--- src/rtl/leading_one_pkg.sv ---
// Shared constants and the 4-bit priority-encode helper for the leading-one finder.
package leading_one_pkg;
  localparam int WIDTH = 9;
  localparam int IDX_W = 5;
  localparam logic [IDX_W-1:0] ZERO_CODE = 5'b11111;

  typedef struct packed {
    logic       vld;
    logic [1:0] idx;
  } enc4_t;

  // Position of the highest set bit in a nibble; vld is low for an empty nibble.
  function automatic enc4_t enc4(input logic [3:0] v);
    enc4_t r;
    r.vld = |v;
    if (v[3])      r.idx = 2'd3;
    else if (v[2]) r.idx = 2'd2;
    else if (v[1]) r.idx = 2'd1;
    else           r.idx = 2'd0;
    return r;
  endfunction
endpackage

--- src/rtl/leading_one_enc.sv ---
// Combinational 9-bit leading-one encoder: bit 8 wins outright, then two nibble encoders.
module leading_one_enc
  import leading_one_pkg::*;
(
  input  logic [WIDTH-1:0] a,
  output logic [IDX_W-1:0] index
);
  enc4_t hi, lo;

  always_comb begin
    hi = enc4(a[7:4]);
    lo = enc4(a[3:0]);
    if (a[8])        index = 5'd8;
    else if (hi.vld) index = {3'b001, hi.idx};
    else if (lo.vld) index = {3'b000, lo.idx};
    else             index = ZERO_CODE;
  end
endmodule

--- src/rtl/leading_one.sv ---
// Leading-one finder: combinational index plus a registered copy and an all-zero flag.
module leading_one #(
  parameter int                WIDTH     = leading_one_pkg::WIDTH,
  parameter int                IDX_W     = leading_one_pkg::IDX_W,
  parameter logic [IDX_W-1:0]  ZERO_CODE = leading_one_pkg::ZERO_CODE
) (
  input  logic             clk,
  input  logic             rst,
  input  logic [WIDTH-1:0] a,
  output logic [IDX_W-1:0] index,
  output logic [IDX_W-1:0] index_q,
  output logic             zero_q
);
  logic [IDX_W-1:0] index_d;
  logic             zero_d;

  leading_one_enc u_enc (
    .a     (a),
    .index (index)
  );

  assign index_d = index;
  assign zero_d  = (a == '0);

  // Reset state reports "empty" so downstream sees a consistent no-one code.
  always_ff @(posedge clk or posedge rst) begin
    if (rst) begin
      index_q <= ZERO_CODE;
      zero_q  <= 1'b1;
    end else begin
      index_q <= index_d;
      zero_q  <= zero_d;
    end
  end
endmodule

--- config.mk ---
export PLATFORM = sky130hd
export DESIGN_NAME = leading_one
export DESIGN_NICKNAME = d
export VERILOG_FILES = /design/src/rtl/leading_one_pkg.sv /design/src/rtl/leading_one_enc.sv /design/src/rtl/leading_one.sv
export SDC_FILE = /design/constraint.sdc
export NUM_CORES = 1
export LEC_CHECK = 0
export ABC_CLOCK_PERIOD_IN_PS = 1600
export CAP_MARGIN = 10
export CORE_AREA = 2 2 39 41
export DETAILED_ROUTE_END_ITERATION = 8
export DIE_AREA = 0 0 41 43
export MAX_ROUTING_LAYER = met4
export PLACE_DENSITY_LB_ADDON = 0.08
export SYNTH_ARGS = -nofsm -noshare
export SYNTH_HDL_FRONTEND = slang
export SYNTH_SLANG_ARGS = --single-unit
--- constraint.sdc ---
create_clock -name clk -period 1.6 [get_ports clk]
set_input_delay 0.48 -clock clk [delete_from_list [all_inputs] [get_ports clk]]
set_output_delay 0.48 -clock clk [all_outputs]
set_load 0.1 [all_outputs]
**Word level (Yosys, flattened, before mapping)**

Index checks and enable logic that the tools add are counted.

- Flip-flop bits (word level): 6
- Logic and storage cells: 14
- Output and inout port bits: 11
- Input bits: 11

- Muxes and demuxes: 9
- Reduce and logical (&&, ||, !) cells: 3

Operator list:

| operator | number |
|---|---|
| $mux 5 | 3 |
| $logic_not 9->1 | 1 |
| $mux 2 | 4 |
| $reduce_or 4->1 | 2 |
| $mux 1 | 2 |

**Longest topological paths before layout**

- Word-level depth: 6
- Mapped depth: 4
- Gate-level depth less buffers: 3

**Modules after synthesis**

A second synthesis with hierarchy kept.

- Cell total of the unflattened synthesis: 27
- Area total of the unflattened synthesis: 309.0 µm²

By module, submodules not included:

| module | cells an instance | seq. area each (µm²) | area each (µm²) | times used |
|---|---|---|---|---|
| leading_one | 10 | 157.7 | 187.7 | 1 |
| leading_one_enc | 17 | 0.0 | 121.4 | 1 |

**Worst setup path before layout**

OpenSTA, ideal clock, no wires.

- Path kind: in2out
- Start: in a[0]
- End: out index[1]
- Required time: 1.120 ns
- Slack: -1.073 ns
- Data arrival time: 2.193 ns
- Buffers on the path: 0
- Stages: 3
- Cell sequence: nor4_4 -> nor2b_2 -> a211oi_2

- Word-level cells in the longest chain between the ends: 4

Ends and longest elaborated chain:

| what | line | source |
|---|---|---|
| start: declaration | leading_one.sv:9 | `input logic [WIDTH-1:0] a,` |
| $reduce_or 4->1 | leading_one_pkg.sv:15 | `r.vld = \|v;` |
| $mux 5 | leading_one_enc.sv:15 | `else if (lo.vld) index = {3'b000, lo.idx};` |
| $mux 5 | leading_one_enc.sv:14 | `else if (hi.vld) index = {3'b001, hi.idx};` |
| $mux 5 | leading_one_enc.sv:13 | `if (a[8]) index = 5'd8;` |
| end: declaration | leading_one.sv:10 | `output logic [IDX_W-1:0] index,` |

Every way passes these cells.

**Final worst setup path**

- Start: in a[3]
- End: out index[1]

- Word-level cells in the longest chain between the ends: 4
- Elaborated cells between the ends (all ways): 5
- Those cells by class: 4 x mux; 1 x reduce/logical

Ends and longest elaborated chain:

| what | line |
|---|---|
| $reduce_or 4->1 or $mux 2 (tied branches) | leading_one_pkg.sv:15, leading_one_pkg.sv:16 |
| $mux 5 * | leading_one_enc.sv:15 |
| $mux 5 * | leading_one_enc.sv:14 |
| $mux 5 * | leading_one_enc.sv:13 |

Mark *: on every way between the ends. The rest lies on a longest branch, timed or not.

==> implementation parameters <==
Parameter                              Value

Run status
  Outcome    finished, violations left
  Violations in the final reports    setup timing

CTS
  Clock Tree Root    clkbuf_4
  CTS tree    built
  Htree depth    1
  Clock edge transition at the registers on the reported setup and hold paths    0.04 ns
  CTS Hold Buffers Added    0
  Sink count of the clock tree    5
  Number of buffers added by the clock tree synthesis step    3
  CTS max path bufs    2

Finish
  Largest register FFs    5
  Ant. Diodes    0
  Share of the core filled with cells    55.79%
  Final nets    73
  Largest register by flop count    index_q
  Largest registers ranked by flip-flop count    index_q x5
  Fraction of layout cells with a size suffix above 1    78.69%
  Area Overhead vs Synth    184.3%

Run
  Max-cap check violation count    0

Synthesis
  Average instance area after synthesis    10.86 sq um
  Netlist Area Pre-Place    271.5 sq um
  Compound-cell area share of the yosys netlist    12.90%
  Post-synth EDFFs    0
  Basic-gate share of the synthesized area counting and, or, nand and nor cells    29.03%
  Warnings from Yosys    0
  Multiplexer share of the synthesized area    0%
  Register bit total from synthesis    5
  Cell types with the largest area share after synthesis    dfstp_2, a211oi_2, nor4_4
  Most frequently used cell type in the post-synthesis netlist    dfstp_2
  Most instantiated cells after synthesis    dfstp_2, nor2_1, inv_1
  Proportion of synthesized flip-flops having asynchronous set or reset    100.0%
  Post-synth top area cell    dfstp_2
  Gate count after technology mapping    25
  Combinational family with the most area after synthesis    simple AND/OR/NAND/NOR gates
  Main flop type after synthesis    dfstp_2
  Synthesized-area fraction occupied by adder cells    0%
  Area fraction of the dominant cell type after synthesis    48.39%
  XOR/XNOR Fraction of Synth Area    0%
  Syn Nets    36
  Seq/Total Area, Yosys    48.39%
  Unique cell type count in the Yosys netlist    12

Floorplan
  Total Die Area    0.001763 sq mm
  Initial cell density of the core    19.62%
  Num rows    14
  Top-level port count    22
  Core Box Area    0.001384 sq mm
  Die Y    43 um
  Horizontal extent of the die    41 um

Placement
  IO buf count    21
  Dpl hpwl    556.8 um
  Gp weighted congestion    0.6617

GRT
  Antenna violations before repair    0
  Pin count of the biggest net entering global routing    6
  GR Overflow Total    0
  GRT Overall Usage    10.87%
  Number of global-route vias before repair    303
  Wire length of the first global-routing pass    1131 um

STA
  Final period utilization    129.9%
  Worst-Margin Slew    0.3967 ns
  Worst hold margin    0.6176 ns
  Max transition margin    73.55%
  Unrepaired setup endpoints after global routing    true
  Final setup violating endpoints    5
  Slew Viols, Final    0
  Final critical-path setup slack    -0.4776 ns
  Shortest period the worst path allows    2.078 ns
  Count of final hold-check violations    0
  Peak clock frequency supported by timing    481.3 MHz

Critical path
  Highest net fanout along the worst path    3
  Sum of buffers and inverters on the critical path    3
  WS Path Type    in2out
  Kind of capture point of the worst setup path    output port
  Required time worst endpoint    1.12 ns
  Endpoint arrival time on the critical path    1.60 ns
  Startpoint type of the worst setup path    primary input
  Cell family with most CP delay    buffers and inverters
  Master of the slowest instance on the critical path    nor4_4
  Source of the critical timing path    a[3]
  Worst path cell trace    buf_8 > nor4_4 > nor2b_4 > buf_6 > a211oi_4 > buf_12
  Crit-path max cell delay    0.33 ns

Worst hold path
  Worst min path class    in2reg
  Startpoint of the tightest hold check path    a[0]

Drt
  Count of antenna-violating nets left after detailed routing    0
  Wire length per cell    9.364 um
  Final Routed Wirelength    721 um
  Number of violations reported at the end of detailed-routing iteration 0    0
  Vias per std cell    4.039
  Detailed Routing Iterations Pass 1    1
  DR DRC count    0
  Detailed-route via count    311

Power and ir drop
  Worst-case vdd ir drop    0.2084 mV
  PnR Total Power    0.5264 mW
  Cell Pwr Density    681.9 mW/mm^2
  Static power due to leakage    0.3533 nW
[stage by stage]
step	setup slack, ns	TNS, ns	std cells	area, sq um
final	-0.4776	-1.917	77	772.0
after global routing	-0.5175	-2.110	77	772.0
after CTS	-0.5062	-1.975	75	758.2
after detailed placement	-0.7622	-4.294	64	658.1
after global placement	-0.7429	-4.118	64	658.1
after floorplan	-0.6734	-3.238	25	315.3
[area by class of cell]
cell class	count	area, sq um
Clock buffer	4	26.28
Multi-Input combinational cell	15	167.7
Fill cell	122	611.8
Tap cell	16	20.02
Timing Repair Buffer	34	411.6
Sequential cell	5	135.1
Inverter	3	11.26
[kinds of logic after synthesis]
group                  Yosys count
AND/OR/NAND/NOR                 11
AO/OA/AOI/OAI                    4
buffers and inverters            5
flip-flops                       5
[per-layer routing]
| layer | track usage, % | up-vias | share of wire [%] |
|---|---|---|---|
| li1 | - | 150 | - |
| met1 | 6.885 | 144 | 26 |
| met2 | 18.44 | 15 | 64 |
| met3 | 2.094 | 2 | 7.4 |
| met4 | 14.00 | 0 | 2.6 |
| met5 | - | - | 0 |
[final timing paths]
| kind | end | slack (ns) | depth (start not counted) |
|---|---|---|---|
| worst max-delay path | index[1] | -0.48 | 6 |
| worst min-delay path | index_q[4] | 0.62 | 5 |
| max in group asynchronous | index_q[3] | 0.94 | 2 |
| min in group asynchronous | index_q[1] | 0.64 | 2 |
[cells in the final DEF (no fill, tap or decap), types with 2 or more instances in the layout]
cell type,count
nor2_1,2
buf_4,11
a21oi_1,2
buf_12,11
buf_2,4
nor4_4,2
dfstp_2,4
inv_1,3
buf_6,3
a211oi_4,2
clkbuf_4,3
[report_power, final]
| group | leakage [nW] | internal, mW | switching (mW) |
|---|---|---|---|
| logic | 0.285 | 0.0978 | 0.142 |
| clock network | 0.0150 | 0.0941 | 0.0484 |
| registers | 0.0533 | 0.139 | 0.00506 |
[timing repair]
item                       4_1_cts  5_1_grt
gates resized for setup         38        3
hold endpoints to repair         0        0
setup endpoints to repair        6        5
setup buffers                    7        2
pin swaps                        4        4
(Power assumes the default switching activity.)
